### src/rtl/mips_fetch_pkg.sv
// Shared constants and types for the MIPS instruction-fetch stage.
package mips_fetch_pkg;

  localparam int XLEN      = 32;
  localparam int J_INDEX_W = 26;

  localparam logic [XLEN-1:0] NOP_WORD             = 32'h0000_0000;
  localparam logic [XLEN-1:0] DEFAULT_RESET_VECTOR = 32'h0000_0000;

  typedef struct packed {
    logic [XLEN-1:0] instr;
    logic [XLEN-1:0] pc_plus4;
    logic            valid;
  } ifid_t;

  // Instruction fetches are word aligned, so redirect targets drop bits [1:0].
  function automatic logic [XLEN-1:0] word_align(input logic [XLEN-1:0] addr);
    return addr & ~32'h0000_0003;
  endfunction

endpackage

### src/rtl/ifid_register.sv
// IF/ID pipeline register: reset > flush (bubble) > stall (hold) > load.
module ifid_register
  import mips_fetch_pkg::*;
#(
  parameter logic [XLEN-1:0] NOP = NOP_WORD
) (
  input  logic            clk,
  input  logic            rst,
  input  logic            stall,
  input  logic            flush,
  input  logic [XLEN-1:0] instr_in,
  input  logic [XLEN-1:0] pc_plus4_in,
  output logic [XLEN-1:0] instr_out,
  output logic [XLEN-1:0] pc_plus4_out,
  output logic            valid_out
);

  ifid_t ifid_q;
  ifid_t ifid_d;

  always_comb begin
    ifid_d = ifid_q;
    if (flush) begin
      // The bubble still carries PC+4 so downstream debug sees where it came from.
      ifid_d.instr    = NOP;
      ifid_d.pc_plus4 = pc_plus4_in;
      ifid_d.valid    = 1'b0;
    end else if (!stall) begin
      ifid_d.instr    = instr_in;
      ifid_d.pc_plus4 = pc_plus4_in;
      ifid_d.valid    = 1'b1;
    end
  end

  always_ff @(posedge clk) begin
    if (rst) begin
      ifid_q.instr    <= NOP;
      ifid_q.pc_plus4 <= '0;
      ifid_q.valid    <= 1'b0;
    end else begin
      ifid_q <= ifid_d;
    end
  end

  assign instr_out    = ifid_q.instr;
  assign pc_plus4_out = ifid_q.pc_plus4;
  assign valid_out    = ifid_q.valid;

endmodule

### src/rtl/instruction_fetch.sv
// MIPS fetch stage: PC register with branch/jump redirect and the IF/ID register.
module instruction_fetch
  import mips_fetch_pkg::*;
#(
  parameter logic [XLEN-1:0] RESET_VECTOR = DEFAULT_RESET_VECTOR,
  parameter logic [XLEN-1:0] NOP_WORD     = mips_fetch_pkg::NOP_WORD
) (
  input  logic                 CLK,
  input  logic                 RST,
  input  logic                 STALL,
  input  logic                 FLUSH,
  input  logic                 BRANCH_TAKEN,
  input  logic [XLEN-1:0]      BRANCH_TARGET,
  input  logic                 JUMP,
  input  logic [J_INDEX_W-1:0] JUMP_INDEX,
  output logic [XLEN-1:0]      ADDRESS,
  input  logic [XLEN-1:0]      INSTRUCTION,
  output logic [XLEN-1:0]      IFID_INSTRUCTION,
  output logic [XLEN-1:0]      IFID_PC_PLUS4,
  output logic                 IFID_VALID
);

  logic [XLEN-1:0] pc_q;
  logic [XLEN-1:0] pc_d;
  logic [XLEN-1:0] pc_plus4;
  logic [XLEN-1:0] jump_target;
  logic            redirect;

  assign pc_plus4    = pc_q + 32'd4;  // wraps modulo 2^32 by width
  assign jump_target = {IFID_PC_PLUS4[31:28], JUMP_INDEX, 2'b00};
  assign redirect    = BRANCH_TAKEN | JUMP;

  // Redirects beat STALL: the hazard unit never holds a control transfer.
  always_comb begin
    pc_d = pc_plus4;
    if (BRANCH_TAKEN) begin
      pc_d = word_align(BRANCH_TARGET);
    end else if (JUMP) begin
      pc_d = word_align(jump_target);
    end else if (STALL) begin
      pc_d = pc_q;
    end
  end

  always_ff @(posedge CLK) begin
    if (RST) begin
      pc_q <= RESET_VECTOR;
    end else begin
      pc_q <= pc_d;
    end
  end

  assign ADDRESS = pc_q;

  ifid_register #(
    .NOP (NOP_WORD)
  ) u_ifid (
    .clk          (CLK),
    .rst          (RST),
    .stall        (STALL),
    .flush        (FLUSH | redirect),
    .instr_in     (INSTRUCTION),
    .pc_plus4_in  (pc_plus4),
    .instr_out    (IFID_INSTRUCTION),
    .pc_plus4_out (IFID_PC_PLUS4),
    .valid_out    (IFID_VALID)
  );

endmodule
### config.mk
export PLATFORM = sky130hd
export DESIGN_NAME = instruction_fetch
export DESIGN_NICKNAME = d
export VERILOG_FILES = /design/src/rtl/mips_fetch_pkg.sv /design/src/rtl/ifid_register.sv /design/src/rtl/instruction_fetch.sv
export SDC_FILE = /design/constraint.sdc
export NUM_CORES = 1
export LEC_CHECK = 0
export CELL_PAD_IN_SITES_DETAIL_PLACEMENT = 0
export CELL_PAD_IN_SITES_GLOBAL_PLACEMENT = 2
export CORE_AREA = 2 2 135 137
export CTS_BUF_LIST = sky130_fd_sc_hd__clkbuf_8
export DETAILED_ROUTE_END_ITERATION = 16
export DIE_AREA = 0 0 137 139
export PLACE_DENSITY_LB_ADDON = 0.1
export SYNTH_ARGS = -nofsm -noshare
export SYNTH_HDL_FRONTEND = slang
export SYNTH_SLANG_ARGS = --single-unit
### constraint.sdc
create_clock -name CLK -period 2.8 [get_ports CLK]
set_input_delay 0.56 -clock CLK [delete_from_list [all_inputs] [get_ports CLK]]
set_output_delay 0.56 -clock CLK [all_outputs]
set_load 0.01 [all_outputs]
==> summary.md, run 1 <==
| Metric | Value |
|---|---|
| Status | `complete, no violations` |
| Final Hold Fails | `0` |
| DRT Pass-1 Iters | `4` |
| GPL Wtd Cong | `0.781` |
| Worst R2R Path Depth | `7` |
| Hold_sp | `u_ifid.valid_out` |
| Total congestion overflow | `0` |
| Setup CP Type | `flop to flop` |
| Post-CTS sizing | `0` |
| Routed vias/inst | `4.88` |
| Hold Crit Depth | `2` |
| Area contributors post-synth | `dfxtp_1 40%, mux2i_1 8.6%, nor2_1 7.4%` |
| H-tree Lvls | `3` |
| Asr flop ratio synth | `0%` |
| Worst reg2reg setup slack | `480 ps` |
| Setup_tns | `0 ps` |
| I/O pin cnt | `193` |
| CTS root buffer | `clkbuf_8` |
| Slew @ Worst Pin | `765 ps` |
| Worst reg2reg startpoint | `ADDRESS[2]` |
| Final net count | `816` |
| Fraction of layout cells with a size suffix above 1 | `between 7 and 8%` |
| Initial DRC count | `228` |
| Clock power frac | `between 20% and 30%` |
| Die Wd | `roughly 140 um` |
| Share of the yosys chip area belonging to registers | `39.9%` |
| Main synth FF type | `dfxtp_1` |
| Yosys top cell area share | `39.9%` |
| Synth warn | `0` |
| Vias in the first global route | `4609` |
| Post-CTS setup buffer count | `0` |
| Fillers | `roughly 1800` |
| Switching pwr | `897 uW` |
| HPWL reported at the end of detailed placement | `approximately 12000 um` |
| Sw frac | `30.3%` |
| Final slew viol count | `0` |
| Static leakage | `0.00259 uW` |
| Worst vdd ir | `0.177 mV` |
| Post-synthesis cell count | `543` |
| EDFF count, synth | `0` |
| Vias post-DR | `4652` |
| Worst flop-to-flop path endpoint | `u_ifid.pc_plus4_out[28]` |
| Die height | `139 um` |
| Class of the worst hold path | `flop to flop` |
| Logic pwr share | `21.0%` |
| Largest net degree at the start of global routing | `62` |
| First-pass GRT wire length | `26100 um` |
| Count of cell types in the netlist | `56` |
| Hold-fix buffers, CTS | `0` |
| Sequential Power Share | `49.6%` |
| Gr usage total | `17.6%` |
| Startpoint Class | `flop` |
| Routed wire length | `16800 um` |
| WHS Endpoint | `u_ifid.valid_out` |
| Mapped cell area | `4670 um^2` |
| Max_cap viols | `0` |
| Multi-input logic area | `about 2500 um^2` |
| CP Max Fanout | `10` |
| Antenna violations before repair | `1` |
| Int Power | `2060 uW` |
| Register area | `about 1900 um^2` |
| Final Skew | `16.8 ps` |
| Overall power | `2960 uW` |
| Period utilization | `~83%` |
| Crit path DAT | `2620 ps` |
| Die ar. | `19000 um^2` |
| Routed len/inst | `17.6 um` |
| DRC Markers | `0` |
| Core area | `17700 um^2` |
| RSZ-0062 raised after global routing | `no` |
| Worst EP required | `3100 ps` |
| Standard-cell rows | `49` |
| Total clock buffers created by CTS | `9` |
| Clock latency on the worst-skew pair | `380 ps` |
| Fmax achieved | `431 MHz` |
| Endpoints failing setup | `0` |
| Post-DRT Antenna Nets | `0` |
| Clock Tree Buf Depth | `2` |
| # clock sinks | `93` |
| Syn Area/Cell | `about 8.6 um^2` |
| Post-route minimum period | `roughly 2300 ps` |
| Initial Util | `26.4%` |
| Pwr dens | `428 nW/um^2` |
| TritonCTS clock tree | `yes` |
| Yosys reg bits | `93` |
| Synth-to-layout area growth | `48.3%` |
| Utilization after layout | `39.2%` |
| Reg clk slew, reported paths | `110 ps` |
| Yosys top cell by area | `dfxtp_1` |
| Port Buf Inserts | `186` |
| Setup crit end kind | `flop` |
| Slew headroom | `49.0%` |
-- registers in the layout, indices dropped and copies added (netlist names) --
register / flops
ADDRESS: 30
u_ifid.instr_out: 32
u_ifid.pc_plus4_out: 30
u_ifid.valid_out: 1
-- cell type report --
cell class	instances	area share, %
well taps	229	4.14
repair buffers	209	29.2
multi-input cells	396	36.7
diodes	1	0.0361
clock inverters	7	0.723
inverters	10	0.542
clock buffers	9	1.79
flip-flops and latches	93	26.9
-- layer usage --
| metal | vias to the layer above | wire (um) | GRT usage [%] |
|---|---|---|---|
| met5 | - | 0 | 0 |
| met4 | 0 | 223 | 5.91 |
| met3 | 15 | 1140 | 4.02 |
| met2 | 144 | 7920 | 27.8 |
| met1 | 2179 | 7500 | 23.6 |
| li1 | 2314 | - | - |
-- cells in the mapped netlist (5+ instances only) --
| cell | number |
|---|---|
| mux2i_1 | 40 |
| dfxtp_1 | 93 |
| a221oi_1 | 5 |
| nor4_1 | 6 |
| or3_1 | 5 |
| nand4_1 | 10 |
| a22oi_1 | 5 |
| and3_1 | 5 |
| nand2_1 | 25 |
| o22ai_1 | 13 |
| buf_1 | 5 |
| nand3_1 | 17 |
| xor2_1 | 18 |
| nor2_1 | 92 |
| a211oi_1 | 39 |
| inv_1 | 10 |
| nor3_1 | 11 |
| xnor2_1 | 13 |
| clkbuf_1 | 27 |
| o21ai_0 | 12 |
| a21oi_1 | 28 |
| buf_4 | 6 |
-- power by group through the flow --
stage	Sequential (uW)	Clock [uW]	Combinational, uW
3_5_place_dp	1500	0	625
3_3_place_gp	1500	0	621
4_1_cts	1470	917	628
6_report	1470	871	620
5_1_grt	1480	948	674
2_1_floorplan	1510	0	265
-- placed cells by master, fill, tap and decap left out, types with 3 or more instances in the layout --
cell type        count
or3_1                5
conb_1               4
a211oi_2             3
nor2b_1              3
a211oi_1            39
buf_4               23
nor3_1              11
and3_1               5
inv_1               11
nand2_1             25
nor4_1               6
o211ai_1             4
dfxtp_1             93
xor2_1              18
and2_1               3
o21ai_0             12
clkbuf_8             9
nand2b_1             3
nand4_1             10
a221oi_1             5
mux2i_1             40
buf_2                3
clkdlybuf4s50_1    183
o22ai_1             13
o31ai_1              3
a22oi_1              5
a21oi_1             28
xnor2_1             13
nand3_1             17
nor2_1              92
-- stage by stage --
stage	area [um^2]	hold WS (ps)	std cells	setup WS, ps
floorplan	4680	474	546	816
global placement	6750	438	937	280
detailed placement	6750	444	937	265
CTS	6920	461	953	465
global route	6920	518	953	300
finish	6920	459	954	479
-- worst max-delay path, stage by stage (launching register included) --
cell	delay [ps]
dfxtp_1	520
ha_1	290
nand3_1	240
nor4_4	350
buf_4	240
nand4_1	180
xor2_1	190
a211oi_1	230
-- logic make-up after synthesis --
family | after synthesis | synth area share, %
muxes | 40 | 8.58
buffers and inverters | 57 | 5.95
AOI/OAI and AO/OA | 122 | 17.9
other | 1 | 0.0803
adders and majority gates | 1 | 0.268
DFF | 93 | 39.9
and+or+nand+nor | 198 | 21.5
xor gates and xnor gates | 31 | 5.82
-- how the worst max path moves through the flow --
stage                    start                      end  slack [ps]  depth (start not counted)
floorplan           ADDRESS[2]  u_ifid.pc_plus4_out[28]         820                          6
global placement          JUMP  u_ifid.pc_plus4_out[25]         280                          7
detailed placement        JUMP  u_ifid.pc_plus4_out[25]         260                          7
CTS                 ADDRESS[2]  u_ifid.pc_plus4_out[30]         470                          7
global route        ADDRESS[2]              ADDRESS[28]         300                          7
finish              ADDRESS[2]  u_ifid.pc_plus4_out[28]         480                          7
Note: power is estimated with default switching activity, not from simulation.
==> run 2: changes to the inputs <==
Settings changed: CORE_AREA 2 2 135 137 to 2 2 140 142, DIE_AREA 0 0 137 139 to 0 0 142 144.
Clock period 2.8 ns to 2.3 ns, I/O delays scaled along.
==> summary.md, run 2 (synthesis results as in run 1) <==
| Metric | Value |
|---|---|
| Status | `complete, no violations (unchanged)` |
| Initial Util | `24.5% (was 26.4%)` |
| Hold Crit Depth | `2 (unchanged)` |
| Setup_tns | `0 ps (unchanged)` |
| Fmax achieved | `466 MHz (was 431 MHz)` |
| I/O pin cnt | `193 (unchanged)` |
| Worst R2R Path Depth | `5 (was 7)` |
| Static leakage | `0.00275 uW (was 0.00259 uW)` |
| Class of the worst hold path | `flop to flop (unchanged)` |
| Setup crit end kind | `flop (unchanged)` |
| Final net count | `841 (was 816)` |
| Number of flip-flops in the largest register | `32 (unchanged)` |
| Final Hold Fails | `0 (unchanged)` |
| Die ar. | `20400 um^2 (was 19000 um^2)` |
| Routed wire length | `17200 um (was 16800 um)` |
| Crit-path slowest cell | `or4_1 (was dfxtp_1)` |
| Worst EP required | `2560 ps (was 3100 ps)` |
| HPWL reported at the end of detailed placement | `12600 um (was 12200 um)` |
| Routed len/inst | `17.4 um (was 17.6 um)` |
| Top delay family on crit path | `simple AND/OR/NAND/NOR gates (unchanged)` |
| First-pass GRT wire length | `26200 um (was 26100 um)` |
| CP Max Fanout | `5 (was 10)` |
| Total clock buffers created by CTS | `9 (unchanged)` |
| Worst vdd ir | `0.242 mV (was 0.177 mV)` |
| Utilization after layout | `37.9% (was 39.2%)` |
| Max stage delay on crit path | `720 ps (was 520 ps)` |
| Initial DRC count | `294 (was 228)` |
| Gr usage total | `16.7% (was 17.6%)` |
| Standard-cell rows | `51 (was 49)` |
| TritonCTS clock tree | `yes (unchanged)` |
| Final slew viol count | `0 (unchanged)` |
| Vias post-DR | `4730 (was 4652)` |
| Antenna violations before repair | `0 (was 1)` |
| Critical path depth | `5 (was 7)` |
| Startpoint Class | `flop (unchanged)` |
| # clock sinks | `93 (unchanged)` |
| Die height | `144 um (was 139 um)` |
| Period utilization | `93.2% (was 82.9%)` |
| Post-DRT Antenna Nets | `0 (unchanged)` |
| Fraction of layout cells with a size suffix above 1 | `11.1% (was 7.87%)` |
| Clock latency on the worst-skew pair | `380 ps (about the same)` |
| Clock Tree Buf Depth | `2 (unchanged)` |
| Setup CP Type | `flop to flop (unchanged)` |
| Vias in the first global route | `4718 (was 4609)` |
| Reg clk slew, reported paths | `100 ps (was 110 ps)` |
| Endpoints failing setup | `0 (unchanged)` |
| Cell area after placement | `7030 um^2 (was 6750 um^2)` |
| Total congestion overflow | `0 (unchanged)` |
| DRC Markers | `0 (unchanged)` |
| Worst path cell trace | `nand4_2 -> or4_1 -> o31a_1 -> nor3_1 -> nor3_1 (was ha_1 -> nand3_1 -> nor4_4 -> buf_4 -> nand4_1 -> xor2_1 -> a211oi_1)` |
| Max_cap viols | `0 (unchanged)` |
| Design area | `7230 um^2 (was 6920 um^2)` |
| Synth-to-layout area growth | `55.0% (was 48.3%)` |
| Post-route minimum period | `2140 ps (was 2320 ps)` |
| H-tree Lvls | `3 (unchanged)` |
| Port Buf Inserts | `186 (unchanged)` |
| CP most frequent cell | `nor3_1` |
| Core area | `19100 um^2 (was 17700 um^2)` |
| Crit path DAT | `2400 ps (was 2620 ps)` |
| Most frequent cells in the layout | `183 x clkdlybuf4s50_1, 93 x dfxtp_1, 92 x nor2_1 (unchanged)` |
| Most common cell after layout, fill and taps aside | `clkdlybuf4s50_1 (unchanged)` |
| Buf/Inv on CP | `0 (was 1)` |
| CTS root buffer | `clkbuf_8 (unchanged)` |
| RSZ-0062 raised after global routing | `no (unchanged)` |
| Ant. Diodes | `0 (was 1)` |
| DRT Pass-1 Iters | `5 (was 4)` |
| Pwr dens | `519 nW/um^2 (was 428 nW/um^2)` |
| Die Wd | `142 um (was 137 um)` |
| Largest net degree at the start of global routing | `62 (unchanged)` |
| GPL Wtd Cong | `0.790 (was 0.781)` |
| WHS | `459 ps (about the same)` |
| Final Skew | `16.1 ps (was 16.8 ps)` |
| Routed vias/inst | `4.80 (was 4.88)` |
run 2: cell types whose count changed in the layout (fill, tap and decap cells not counted), sizes merged:
cell / before / now
buf: 26 / 51
diode: 1 / 0
bufinv: 0 / 1
clkinv: 2 / 1
inv: 13 / 12
run 2: what timing repair did:
action | in CTS | in global routing
buffers inserted | 0 | 0
gates resized for setup | 0 | 1
endpoints found under the setup margin | 0 | 1
hold buffers | 0 | 0
run 2: final cells by class:
cell class | count | area, um^2
Timing Repair Buffer | 234 | 2290
Clock buffer | 9 | 124
Clock inverter | 6 | 71.3
Fill cell | 1933 | 11800
Multi-Input combinational cell | 396 | 2550
Tap cell | 238 | 298
Inverter | 10 | 37.5
Sequential cell | 93 | 1860
run 2: tightest hold or removal path, cell delays in order, from the launching register on:
cell and delay [ps]:
dfxtp_1 320, inv_1 50, a21oi_1 50
run 2: where the power goes:
part	internal (uW)	switching, uW	leakage (uW)	total [uW]
registers	1690	73.9	0.000762	1760
logic	466	368	0.00190	834
clock network	507	653	0.0000923	1160
run 2: final timing paths:
check / from / to / slack (ps)
hold reg to reg: u_ifid.valid_out / u_ifid.valid_out / 460
setup reg to reg: ADDRESS[3] / u_ifid.pc_plus4_out[25] / 160
setup / recovery: ADDRESS[3] / u_ifid.pc_plus4_out[25] / 160
hold / removal: u_ifid.valid_out / u_ifid.valid_out / 460
run 2: through the flow:
stage | cells | setup slack (ps) | power (uW)
after floorplan | 546 | 316 | 2160
final | 986 | 156 | 3760
after global routing | 986 | 46.0 | 3960
after detailed placement | 971 | 72.3 | 2640
after global placement | 971 | 91.3 | 2630
after CTS | 986 | 106 | 3820
run 2: per-layer routing:
layer	global-route usage (%)	routed length, um	vias to the layer above
met5	0	0	-
met4	6.00	286	0
met3	3.41	943	14
met2	27.4	8020	154
met1	21.8	7940	2213
li1	-	-	2349
